==> config.mk <==
export PLATFORM = sky130hd
export DESIGN_NAME = pipe_stage_skid
export DESIGN_NICKNAME = d
export VERILOG_FILES = /design/src/rtl/pipe_pkg.sv /design/src/rtl/pipe_slot.sv /design/src/rtl/pipe_stage_skid.sv
export SDC_FILE = /design/constraint.sdc
export NUM_CORES = 1
export LEC_CHECK = 0
export BUFFER_PORTS_ARGS = -buffer_cell sky130_fd_sc_hd__clkbuf_2
export CELL_PAD_IN_SITES_DETAIL_PLACEMENT = 0
export CELL_PAD_IN_SITES_GLOBAL_PLACEMENT = 1
export CORE_UTILIZATION = 40
export CTS_BUF_LIST = sky130_fd_sc_hd__clkbuf_4 sky130_fd_sc_hd__clkbuf_8 sky130_fd_sc_hd__clkbuf_16
export CTS_CLUSTER_SIZE = 28
export DETAILED_ROUTE_END_ITERATION = 6
export PLACE_DENSITY_LB_ADDON = 0.08
export SLEW_MARGIN = 20
export SYNTH_ARGS = -nofsm -noshare
export SYNTH_HDL_FRONTEND = slang
export SYNTH_HIERARCHICAL = 1
export SYNTH_SLANG_ARGS = --single-unit
==> constraint.sdc <==
create_clock -name clock -period 2.2 [get_ports clock]
set_input_delay 0.44 -clock clock [delete_from_list [all_inputs] [get_ports clock]]
set_output_delay 0.44 -clock clock [all_outputs]
set_load 0.01 [all_outputs]
==> src/rtl/pipe_pkg.sv <==
// Shared types for the skid-buffered pipeline stage: occupancy-encoded state and control bit indices.
package pipe_pkg;

   // Encoding equals the number of held entries, so it doubles as the occupancy output.
   typedef enum logic [1:0] {
      EMPTY = 2'd0,
      BUSY  = 2'd1,
      FULL  = 2'd2
   } state_e;

   localparam int unsigned CTRL_WREG  = 0;
   localparam int unsigned CTRL_M2REG = 1;
   localparam int unsigned CTRL_WMEM  = 2;

endpackage

==> src/rtl/pipe_slot.sv <==
// One storage slot of the pipeline stage: {ctrl, data, rn} with load enable and a ctrl-only clear.
module pipe_slot #(
   parameter int unsigned CTRL_W = 3,
   parameter int unsigned DATA_W = 64,
   parameter int unsigned RN_W   = 5
) (
   input  logic              clk_i,
   input  logic              rst_i,
   input  logic              load_i,
   input  logic              clr_ctrl_i,
   input  logic [CTRL_W-1:0] ctrl_i,
   input  logic [DATA_W-1:0] data_i,
   input  logic [RN_W-1:0]   rn_i,
   output logic [CTRL_W-1:0] ctrl_o,
   output logic [DATA_W-1:0] data_o,
   output logic [RN_W-1:0]   rn_o
);

   logic [CTRL_W-1:0] ctrl_q;
   logic [DATA_W-1:0] data_q;
   logic [RN_W-1:0]   rn_q;

   // Clearing ctrl turns the slot into a bubble; data and rn are left as they were.
   always_ff @(posedge clk_i or posedge rst_i) begin
      if (rst_i) begin
         ctrl_q <= '0;
         data_q <= '0;
         rn_q   <= '0;
      end else if (clr_ctrl_i) begin
         ctrl_q <= '0;
      end else if (load_i) begin
         ctrl_q <= ctrl_i;
         data_q <= data_i;
         rn_q   <= rn_i;
      end
   end

   assign ctrl_o = ctrl_q;
   assign data_o = data_q;
   assign rn_o   = rn_q;

endmodule

==> src/rtl/pipe_stage_skid.sv <==
// Pipeline stage register with valid/ready handshake, 2-entry skid buffer, flush and stall counter.
module pipe_stage_skid
   import pipe_pkg::*;
#(
   parameter int unsigned CTRL_W = 3,
   parameter int unsigned DATA_W = 64,
   parameter int unsigned RN_W   = 5,
   parameter int unsigned CNT_W  = 16
) (
   input  logic              clock,
   input  logic              reset,
   input  logic              flush,
   input  logic              in_valid,
   output logic              in_ready,
   input  logic [CTRL_W-1:0] in_ctrl,
   input  logic [DATA_W-1:0] in_data,
   input  logic [RN_W-1:0]   in_rn,
   output logic              out_valid,
   input  logic              out_ready,
   output logic [CTRL_W-1:0] out_ctrl,
   output logic [DATA_W-1:0] out_data,
   output logic [RN_W-1:0]   out_rn,
   output logic [1:0]        occupancy,
   output logic [CNT_W-1:0]  stall_cnt
);

   state_e state_q, state_d;
   logic   in_fire, out_fire;
   logic   main_load, skid_load, main_sel_skid;

   logic [CTRL_W-1:0] main_ctrl, skid_ctrl, main_ctrl_d;
   logic [DATA_W-1:0] main_data, skid_data, main_data_d;
   logic [RN_W-1:0]   main_rn, skid_rn, main_rn_d;

   logic [CNT_W-1:0] stall_q, stall_d;

   // Handshake flags come from the state register alone, so out_ready never reaches in_ready.
   assign in_ready  = (state_q != FULL);
   assign out_valid = (state_q != EMPTY);
   assign in_fire   = in_valid & in_ready;
   assign out_fire  = out_valid & out_ready;

   always_comb begin
      state_d       = state_q;
      main_load     = 1'b0;
      skid_load     = 1'b0;
      main_sel_skid = 1'b0;
      if (flush) begin
         state_d = EMPTY;
      end else begin
         unique case (state_q)
            EMPTY: begin
               if (in_fire) begin
                  state_d   = BUSY;
                  main_load = 1'b1;
               end
            end
            BUSY: begin
               if (in_fire && out_fire) begin
                  main_load = 1'b1;
               end else if (in_fire) begin
                  state_d   = FULL;
                  skid_load = 1'b1;
               end else if (out_fire) begin
                  state_d = EMPTY;
               end
            end
            FULL: begin
               if (out_fire) begin
                  state_d       = BUSY;
                  main_load     = 1'b1;
                  main_sel_skid = 1'b1;
               end
            end
            default: state_d = EMPTY;
         endcase
      end
   end

   always_ff @(posedge clock or posedge reset) begin
      if (reset) begin
         state_q <= EMPTY;
      end else begin
         state_q <= state_d;
      end
   end

   always_comb begin
      main_ctrl_d = main_sel_skid ? skid_ctrl : in_ctrl;
      main_data_d = main_sel_skid ? skid_data : in_data;
      main_rn_d   = main_sel_skid ? skid_rn   : in_rn;
   end

   pipe_slot #(
      .CTRL_W (CTRL_W),
      .DATA_W (DATA_W),
      .RN_W   (RN_W)
   ) u_main (
      .clk_i      (clock),
      .rst_i      (reset),
      .load_i     (main_load),
      .clr_ctrl_i (flush),
      .ctrl_i     (main_ctrl_d),
      .data_i     (main_data_d),
      .rn_i       (main_rn_d),
      .ctrl_o     (main_ctrl),
      .data_o     (main_data),
      .rn_o       (main_rn)
   );

   pipe_slot #(
      .CTRL_W (CTRL_W),
      .DATA_W (DATA_W),
      .RN_W   (RN_W)
   ) u_skid (
      .clk_i      (clock),
      .rst_i      (reset),
      .load_i     (skid_load),
      .clr_ctrl_i (flush),
      .ctrl_i     (in_ctrl),
      .data_i     (in_data),
      .rn_i       (in_rn),
      .ctrl_o     (skid_ctrl),
      .data_o     (skid_data),
      .rn_o       (skid_rn)
   );

   always_comb begin
      stall_d = stall_q;
      if (out_valid && !out_ready && (stall_q != {CNT_W{1'b1}})) begin
         stall_d = stall_q + CNT_W'(1);
      end
   end

   always_ff @(posedge clock or posedge reset) begin
      if (reset) begin
         stall_q <= '0;
      end else begin
         stall_q <= stall_d;
      end
   end

   // Gating ctrl keeps wreg/wmem low downstream whenever the stage holds a bubble.
   assign out_ctrl  = out_valid ? main_ctrl : '0;
   assign out_data  = main_data;
   assign out_rn    = main_rn;
   assign occupancy = state_q;
   assign stall_cnt = stall_q;

endmodule

* Yosys cells after proc, flatten, opt, wreduce, memory -nomap -nowiden
Cells that the tools add are included. W data, S select, Z words.
Word-level totals: bits in read-only memories 0, input port bits 77, output and inout port bits 92, memories 0, latch bits 0, RAM bits 0, register bits 162, logic and storage cells 56
Cells by class: $lt $le $gt $ge 0, shift operators 0, bitwise operators 3, div/mod/pow operators 0, multiply operators 0, reductions and logical operators 11, add/sub/neg operators 1, equal/unequal tests 8, mux-type cells 25
Operators by type and width (number):
- $mux W64 | 1
- $mux W3 | 6
- $add A16 B1 Y16 const B | 1
- $ne A16 B16 Y1 const B | 1
- $mux W2 | 6
- $mux W1 | 9
- $ne A3 B3 Y1 const B | 3
- $pmux W2 S3 | 1
- $reduce_bool A2 Y1 | 3
- $mux W5 | 1
- $ne A4 B4 Y1 const B | 1
- $reduce_and A2 Y1 | 2
- $reduce_and A4 Y1 | 1
- $logic_and A1 B1 Y1 | 3
- $pmux W1 S3 | 1
- $and A1 B1 Y1 | 2
- $eq A2 B1 Y1 const B | 1
- $eq A2 B2 Y1 const B | 1
- $logic_not A2 Y1 | 1
- $ne A2 B2 Y1 const B | 1
- $logic_not A1 Y1 | 1
- $not A1 Y1 | 1

* Longest topological paths before layout
Gate-level depths: netlist of run 1.
depth in word-level cells 8, gate-level depth with buffers 9

* By module
The synthesis of run 1 kept the hierarchy.
Modules (own cells, without submodules):
- pipe_slot | sequential area each 1801.7 um^2, instances 2, cells an instance 157, area an instance 2763.9 um^2
- pipe_stage_skid | sequential area each 450.4 um^2, instances 1, cells an instance 174, area an instance 1836.8 um^2

* Least setup slack after synthesis of run 1
OpenSTA, ideal clock, no wires.
path type input port to flip-flop, from input port out_ready, to register u_skid.data_q[24], in the netlist u_skid/data_o[24], data required time 2.075 ns, data arrival time 2.196 ns, setup time 0.125 ns, buffers on the path 4, slack -0.121 ns, stages 8, cells stage by stage clkbuf_1 > nand2b_1 > nor3b_1 > nor2b_4 > buf_6 > buf_12 > buf_12 > mux2_4
On the way: longest elaborated chain between the ends 6
RTL lines:
- start, declared | line pipe_stage_skid.sv:19 | input logic out_ready,
- $and A1 B1 Y1 | line pipe_stage_skid.sv:41 | assign out_fire = out_valid & out_ready;
- $logic_and A1 B1 Y1 | line pipe_stage_skid.sv:59 | if (in_fire && out_fire) begin
- $mux W1 | line pipe_stage_skid.sv:59
- $mux W1 | line pipe_stage_skid.sv:51 | unique case (state_q)
- $mux W1 | line pipe_stage_skid.sv:48 | if (flush) begin
- named net skid_load | line pipe_stage_skid.sv:29 | logic main_load, skid_load, main_sel_skid;
- $reduce_and A2 Y1 (no line)
- end signal, assigned | line pipe_slot.sv:33 | data_q <= data_i;
- end, declared | line pipe_slot.sv:20 | logic [DATA_W-1:0] data_q;
The timed path passes the listed nets, and every way through them passes these cells. A chain may end at the register's enable or synchronous reset.

* Final worst setup path of run 1
from register state_q[0], in the netlist occupancy[0], to output port out_ctrl[0]
On the way: longest elaborated chain between the ends 2
RTL lines:
- start, declared | line pipe_stage_skid.sv:27 | state_e state_q, state_d;
- start signal, assigned | line pipe_stage_skid.sv:84 | state_q <= state_d;
- $reduce_bool A2 Y1 | line pipe_stage_skid.sv:39 | assign out_valid = (state_q != EMPTY);
- $mux W3 | line pipe_stage_skid.sv:144 | assign out_ctrl = out_valid ? main_ctrl : '0;
- end, declared | line pipe_stage_skid.sv:20 | output logic [CTRL_W-1:0] out_ctrl,
No other way between the ends.

==> out/metrics.yaml, run 1 <==
gr-total-overflow: 0
p_per_area_nw_per_um2: 945.0
dieArea_sq_um: 18960
post_cts_resized: 0
grt_max_degree: 41
initial_utilization_pct: 40.86
grt_usage_pct: 17.54
cts_buffers: 17
insertion_delay_ps: 420
cts_max_path_buffers: 2
die_h_microns: 137.7
hold_class: "input pin to asynchronous set/reset pin"
fin_setup_tns_ps: 0
holdWs_ps: 56.00
slowest_delay_ps: 370
post-place-cells: 882
grt_pass1_vias: 4922
slew_headroom_pct: 49.78
crit_path_start_kind: "flip-flop"
met3_usage_pct: 4.452
antenna_cells: 0
netlist_area_sq_um: 7365
drt_iter0_markers: 108
clk_pin_slew_worst_paths_ps: 60
fin_nets: 750
drc_errors: 0
finalCritPeriodShare_pct: 93.07
drt-pass1-iter-count: 4
antenna_found_initial: 0
crit_fanout: 10
finalSetupViolCount: 0
synthCells: 488
combPwrFrac_pct: 19.3
die_w_microns: 137.7
post_cts_buffers: 0
syn-num-nets: 566
fmax_ghz: 0.4884
cts_tree: "built"
ys_warn_count: 6
grt_first_pass_wirelength_microns: 25020
tightest_slew_ps: 752.5
drv_slew: 0
pwr-share-clk_pct: 33.7
ys_seq_area_share_pct: 55.05
ios: 169
period_minus_slack_ps: 2048
end_kind: "output pin"
met2_usage_pct: 29.29
vias: 4562
crit_chain: "buf_4 -> nor2_2 -> and2b_1 -> clkbuf_2"
clkSinkCount: 162
max-cap-violations: 0
ctsHoldBuffers: 0
critical_path_class: "flip-flop to output pin"
post_dp_cell_area_sq_um: 8588
fin_area_sq_um: 9170
layout.cells.non_filler: 913
grt_use_met1_pct: 21.32
ant_nets: 0
power_frac_seq_pct: 47.0
routed_wl_microns: 15730
postSynthAreaPerCell_sq_um: 15.09
ys_ff_latch: 162
layout-drive-gt1-share_pct: 65.50
synth_cell_type_count: 39
viasPerCell: 4.997
hold_viol: 0
syn2layout_area_growth_pct: 24.52
p_switching_mw: 2.297
p_int_mw: 6.368
busiest_layer: "met2"
wl_per_cell_microns: 17.23
status: "completed"
place_congestion: 0.7474
leakage_nw: 4.226
worstPathArrival_ps: 1610
rsz0062_at_grt: "no"
dp_hpwl_microns: 11100
htreeDepth: 4
portBuffers: 168
cpMaxStageDelayCell: "dfrtp_1"
swShare_pct: 26.51
cp.required_ps: 1760
coreArea_sq_um: 18020
vdd_drop_max_v: 0.0005366
fin_worst_skew_ps: 5.238
row_count: 49
cts-root-buf: "clkbuf_16"
-- logic make-up (layout without fill, tap and decap cells) --
group / Yosys count / in the layout / share of synthesized area [%]
AOI/OAI and AO/OA: 7 / 7 / 0.6457
xor gates and xnor gates: 15 / 15 / 1.784
adders and majority gates: 1 / 1 / 0.1699
buffers and inverters: 33 / 229 / 3.517
DFF: 162 / 162 / 55.05
muxes: 217 / 217 / 34.10
and+or+nand+nor: 53 / 53 / 4.740
-- cell usage after synthesis (all sizes together) --
cell type  instances  area, sq um
o2111ai            1        8.760
nor3               3        15.01
and2b              2        15.01
nand3b             1        7.510
o22a               1        8.760
nand3              6        30.03
ha                 1        12.51
nor4bb             1        10.01
and2               1        6.260
dfrtp            162         4054
nor4               7        80.07
o21ai              1        5.000
a21oi              2        10.01
xnor2              5        43.79
nand2              6        22.52
xor2              10        87.58
nand4              4        25.02
or2                1        6.260
inv                6        22.52
buf               25        229.0
o21a               1        7.510
or4                1        11.26
nor3b              2        15.01
mux2             211         2451
a211oi             1        7.510
mux2i              6        60.06
and3b              1        8.760
nor2              11        43.80
nor2b              4        40.04
clkbuf             2        7.510
nand2b             2        12.51
-- metrics by stage --
step	total power, mW	util [%]	worst slack (ps)
detailed placement	5.826	47.65	139.7
global placement	5.739	47.65	180.5
global route	9.140	50.87	30.89
floorplan	5.075	-	55.86
finish	8.666	50.87	152.4
CTS	8.807	50.87	130.6
-- worst max-delay path, delay by kind of cell (launching register included) --
kind	cells	cell delay, ps
and+or+nand+nor	2	540
DFF	1	370
buffers and inverters	2	280
-- power by group through the flow --
stage	clock network, mW	logic (mW)	registers (mW)
floorplan	0	0.868	4.21
global placement	0	1.65	4.09
detailed placement	0	1.70	4.12
CTS	3.02	1.71	4.08
global route	3.14	1.83	4.17
finish	2.92	1.67	4.07
-- registers in the layout (all words and copies together), names as in the netlist --
signal / flops
u_skid/rn_o: 5
u_skid/ctrl_o: 3
u_main/ctrl_o: 3
stall_cnt: 16
u_main/data_o: 64
u_main/rn_o: 5
u_skid/data_o: 64
occupancy: 2
-- path summary, 6_finish.rpt --
kind	startpoint	slack, ps	end	cells past startpoint
max in group asynchronous	reset	1510	stall_cnt[2]$_DFFE_PP0P_	2
min	reset	60	u_main/ctrl_o[0]$_DFFE_PP0P_	2
max	occupancy[0]$_DFFE_PP0P_	150	out_ctrl[0]	4
min reg2reg	u_skid/data_o[20]$_DFFE_PP0P_	500	u_skid/data_o[20]$_DFFE_PP0P_	1
max reg2reg	occupancy[1]$_DFFE_PP0P_	160	u_main/data_o[45]$_DFFE_PP0P_	6
min in group clock	in_rn[0]	270	u_skid/rn_o[0]$_DFFE_PP0P_	2
-- placed cells by master, fill, tap and decap left out, types with 10 or more instances in the layout --
cell type / synthesis / final
clkbuf_16: 0 / 17
xor2_1: 10 / 10
buf_12: 4 / 10
nor2_1: 10 / 10
mux2_4: 20 / 20
clkbuf_2: 0 / 168
dfrtp_1: 162 / 162
mux2_2: 191 / 191
buf_4: 10 / 14
-- metal layers --
metal / part of all wire [%] / up-vias
met4: 2.0 / 0
li1: - / 2118
met1: 42 / 2309
met2: 50 / 109
met5: 0 / -
met3: 5.5 / 26
-- area by class of cell --
class	instances	area, sq um
clock buffers	22	475.5
clock inverters	9	106.4
fillers	1605	8855
inverters	6	30.03
multi-input cells	293	3072
flip-flops and latches	162	4054
well taps	229	286.5
repair buffers	192	1146
Note: power is estimated with default switching activity, not from simulation.
==> run 2, diff against run 1 <==
- CTS_CLUSTER_SIZE: 28 -> 20
- clock period: 2.2 -> 1.8 ns (I/O delays scaled with it)
==> out/metrics.yaml, run 2 (synthesis gave the netlist of run 1 again) <==
slew_headroom_pct: 60.37
antenna_cells: 0
tightest_slew_ps: 593.2
viasPerCell: 4.976
cts_max_path_buffers: 2
drt-pass1-iter-count: 4
crit_end: "u_main/data_o[15]$_DFFE_PP0P_"
clk_pin_slew_worst_paths_ps: 60
final_common_cell: "mux2_4"
crit_top_cell: "mux2_2"
drt_iter0_markers: 116
cts_buffers: 17
ant_nets: 0
insertion_delay_ps: 420
post_dp_cell_area_sq_um: 9041
grt_use_met1_pct: 25.91
cpLargestDelayFamily: "multiplexers"
critical_path_class: "flip-flop to flip-flop"
gr-total-overflow: 0
met2_usage_pct: 31.60
clkSinkCount: 162
cts-root-buf: "clkbuf_16"
finalSetupViolCount: 129
reg2reg_from: "occupancy[0]$_DFFE_PP0P_"
violations: "negative setup slack"
leakage_nw: 5.099
fin_nets: 807
cts_tree: "built"
worstPathArrival_ps: 2200
grt_usage_pct: 19.66
crit_path_start: "occupancy[0]$_DFFE_PP0P_"
die_h_microns: 137.7
finalCritPeriodShare_pct: 105.6
fin_setup_tns_ps: -7755
vdd_drop_max_v: 0.0006665
busiest_layer: "met2"
grt_pass1_vias: 5127
fmax_ghz: 0.5261
cp_num_cells: 6
crit_fanout: 10
fillerInstances: 1464
post-place-cells: 904
final-seq-area_sq_um: 4056
cpMaxStageDelayCell: "dfrtp_2"
max-cap-violations: 0
row_count: 49
htreeDepth: 4
initial_utilization_pct: 40.86
antenna_found_initial: 0
routed_wl_microns: 18370
layout_common_cells: "mux2_4, clkbuf_2, dfrtp_1, mux2_2, buf_4"
fin_ws_ps: -100.6
multi_input_area_sq_um: 3712
end_kind: "flip-flop"
rsz0062_at_grt: "yes"
wl_per_cell_microns: 18.92
reg2reg_setup_slack_ps: -100
fin_area_sq_um: 10720
die_w_microns: 137.7
grt_first_pass_wirelength_microns: 27790
hold_viol: 0
crit_chain: "nand2b_4 -> nor3b_4 -> buf_6 -> clkbuf_16 -> mux2_2 -> mux2_2"
path_buf_inv: 2
fin_util_pct: 59.45
syn2layout_area_growth_pct: 45.50
period_minus_slack_ps: 1901
r2r_end: "u_main/data_o[15]$_DFFE_PP0P_"
fin_worst_skew_ps: 9.084
status: "finished, violations left"
reg2reg_depth: 6
cp.required_ps: 2100
grt_max_degree: 35
layout-drive-gt1-share_pct: 69.68
dp_worst_setup_slack_ps: -168.2
slowest_delay_ps: 420
drv_slew: 0
ios: 169
hold_class: "input pin to asynchronous set/reset pin"
met3_usage_pct: 5.666
crit_path_start_kind: "flip-flop"
dp_hpwl_microns: 11190
portBuffers: 168
vias: 4832
drc_errors: 0
layout.cells.non_filler: 971
place_congestion: 0.7753
coreArea_sq_um: 18020
p_per_area_nw_per_um2: 1043
dieArea_sq_um: 18960
## run 2: changes by cell type in the layout (fill, tap and decap cells not counted), moves of 3 or more
cell | before | now
buf_12 | 10 | 22
buf_16 | 0 | 8
buf_4 | 14 | 32
buf_6 | 0 | 9
buf_8 | 0 | 4
clkbuf_16 | 17 | 23
clkinv_2 | 3 | 0
mux2_2 | 191 | 42
mux2_4 | 20 | 169
nor3_1 | 3 | 0
nor3_2 | 0 | 3
## run 2: how the worst min path moves through the flow
stage | from | endpoint | slack [ps] | cells after the start
after global placement | reset | stall_cnt[9]$_DFFE_PP0P_ | 440 | 2
after CTS | reset | u_skid/data_o[1]$_DFFE_PP0P_ | 0.09 | 2
final | reset | stall_cnt[15]$_DFFE_PP0P_ | 2 | 2
after detailed placement | reset | stall_cnt[9]$_DFFE_PP0P_ | 450 | 2
after global routing | reset | u_skid/rn_o[3]$_DFFE_PP0P_ | 20 | 2
after floorplan | reset | stall_cnt[0]$_DFFE_PP0P_ | 300 | 1
## run 2: per-stage QoR
| stage | hold WS, ps | power [mW] |
|---|---|---|
| floorplan | 298.4 | 6.379 |
| global placement | 436.7 | 7.280 |
| detailed placement | 448.9 | 7.361 |
| CTS | 0.08554 | 11.18 |
| global route | 15.05 | 11.76 |
| finish | 2.436 | 11.17 |
## run 2: cell type report
type / instances / area share [%]
clock buffer: 20 / 4.239
sequential: 162 / 37.86
clock inverter: 12 / 1.144
multi-input combinational: 293 / 34.64
inverter: 6 / 0.2802
tap: 229 / 2.674
timing repair buffer: 249 / 19.16
## run 2: power breakdown
group	leakage [nW]	internal [mW]	switching, mW
clock	0.269	2.00	1.53
sequential	2.01	4.47	0.529
combinational	2.82	1.64	0.997
## run 2: layer usage
layer  part of all wire, %  wire (microns)
met1                    46            8395
met2                    48            8892
met3                   5.3             972
met4                  0.60             110
met5                     0               0
## run 2: repair_timing
action,in CTS,in global routing
endpoints found under the setup margin,135,153
buffers inserted,17,6
hold buffers,0,0
gates cloned,9,6
pin swaps,8,4
gates resized for setup,86,61
==> run 3, diff against run 2 <==
- REMOVE_ABC_BUFFERS: default -> 1
==> out/metrics.yaml, run 3 (synthesis gave the netlist of run 1 again) <==
status: "finished, violations left"
violations: "negative setup slack"
crit_path_start_kind: "flip-flop"
final-seq-area_sq_um: 4054
clk_pin_slew_worst_paths_ps: 70
die_w_microns: 137.7
grt_max_degree: 45
combPwrFrac_pct: 23.6
end_kind: "flip-flop"
fillerInstances: 1471
multi_input_area_sq_um: 3727
tightest_slew_ps: 756.5
finalSetupViolCount: 145
row_count: 49
drt_iter0_markers: 183
post-place-cells: 896
leakage_nw: 5.138
wl_met1_microns: 9351
fin_area_sq_um: 10720
viasPerCell: 5.107
layout.cells.non_filler: 967
whs_endpoint: "u_skid/data_o[44]$_DFFE_PP0P_"
swShare_pct: 27.69
ios: 169
max-cap-violations: 0
pwr-share-clk_pct: 31.9
layout-drive-gt1-share_pct: 68.97
layout_common_cells: "mux2_4, clkbuf_2, dfrtp_1, mux2_2, buf_4"
r2r_end: "u_main/data_o[25]$_DFFE_PP0P_"
min_from: "in_data[44]"
clkSinkCount: 162
fin_nets: 803
fin_util_pct: 59.48
cp.required_ps: 2100
ant_nets: 0
final_common_cell: "mux2_4"
p_per_area_nw_per_um2: 1050
routed_wl_microns: 20110
vdd_drop_max_v: 0.0006804
wl_met2_microns: 9682
antenna_cells: 0
fin_ws_ps: -188.4
crit_fanout: 6
fin_setup_tns_ps: -17330
reg2reg_depth: 7
slew_headroom_pct: 49.51
antenna_found_initial: 0
rsz0062_at_grt: "yes"
hold_viol: 0
p_switching_mw: 3.119
place_congestion: 0.8178
wl_per_cell_microns: 20.79
coreArea_sq_um: 18020
insertion_delay_ps: 420
cts_tree: "built"
dp_hpwl_microns: 11100
drc_errors: 0
die_h_microns: 137.7
finalCritPeriodShare_pct: 110.5
hold_class: "input pin to flip-flop"
cts-root-buf: "clkbuf_16"
grt_usage_pct: 19.93
period_minus_slack_ps: 1988
initial_utilization_pct: 40.86
highest_layer: "met4"
post_dp_cell_area_sq_um: 8680
drv_slew: 0
gr-total-overflow: 0
dieArea_sq_um: 18960
reg2reg_setup_slack_ps: -190
holdWs_ps: 184.8
hold_path_depth: 2
power_frac_seq_pct: 44.5
vias: 4938
grt_pass1_vias: 5067
cts_buffers: 17
fmax_ghz: 0.5029
worstPathArrival_ps: 2290
p_int_mw: 8.143
drt-pass1-iter-count: 4
htreeDepth: 4
syn2layout_area_growth_pct: 45.58
critical_path_class: "flip-flop to flip-flop"
portBuffers: 168
reg2reg_from: "occupancy[0]$_DFFE_PP0P_"
cts_max_path_buffers: 2
met3_length_microns: 880
fin_worst_skew_ps: 6.223
grt_first_pass_wirelength_microns: 28150
[run 3: worst max-delay path, cell delays in order, from the launching register on]
cell and delay (ps):
dfrtp_1 400, nand2b_4 160, nor3b_4 240, buf_6 180, buf_8 150, clkbuf_16 170, mux2_4 310, mux2_4 260
[run 3: power groups by stage]
stage               Combinational, mW  Clock [mW]  Sequential [mW]
global route                     2.86        3.83             5.11
CTS                              2.35        3.68             4.97
floorplan                        1.04           0             5.14
finish                           2.65        3.59             5.01
detailed placement               2.18           0             5.02
global placement                 2.12           0             4.98
[run 3: final cells by class]
type,instances,share of cell area [%]
tap,229,2.672
timing repair buffer,245,19.03
clock inverter,12,1.132
multi-input combinational,293,34.76
clock buffer,20,4.353
sequential,162,37.81
inverter,6,0.2334
[run 3: worst max-delay path by stage]
stage / startpoint / endpoint / cells past startpoint
2_1_floorplan: occupancy[0]$_DFFE_PP0P_ / u_main/ctrl_o[0]$_DFFE_PP0P_ / 5
3_3_place_gp: out_ready / u_skid/data_o[41]$_DFFE_PP0P_ / 6
3_5_place_dp: out_ready / u_main/data_o[0]$_DFFE_PP0P_ / 7
4_1_cts: occupancy[0]$_DFFE_PP0P_ / u_main/data_o[57]$_DFFE_PP0P_ / 8
5_1_grt: occupancy[0]$_DFFE_PP0P_ / u_main/data_o[60]$_DFFE_PP0P_ / 7
6_report: occupancy[0]$_DFFE_PP0P_ / u_main/data_o[25]$_DFFE_PP0P_ / 7
[run 3: per-stage QoR]
stage / total power, mW / worst slack, ps
2_1_floorplan: 6.176 / -5172
3_3_place_gp: 7.106 / -241.1
4_1_cts: 11.00 / -180.9
6_report: 11.26 / -188.4
3_5_place_dp: 7.196 / -234.8
5_1_grt: 11.79 / -240.9
[run 3: layer usage]
| layer | track usage, % | vias to the layer above |
|---|---|---|
| met5 | 0 | - |
| met4 | 5.254 | 0 |
| met3 | 4.967 | 15 |
| met2 | 31.66 | 123 |
| met1 | 27.06 | 2574 |
| li1 | - | 2226 |
[run 3: what timing repair did]
| action | 4_1_cts | 5_1_grt |
|---|---|---|
| hold buffers | 1 | 0 |
| gates resized for setup | 74 | 122 |
| setup endpoints to repair | 143 | 149 |
| pin swaps | 1 | 11 |
| hold endpoints to repair | 15 | 0 |
| gates cloned | 10 | 11 |
| buffers inserted | 14 | 4 |
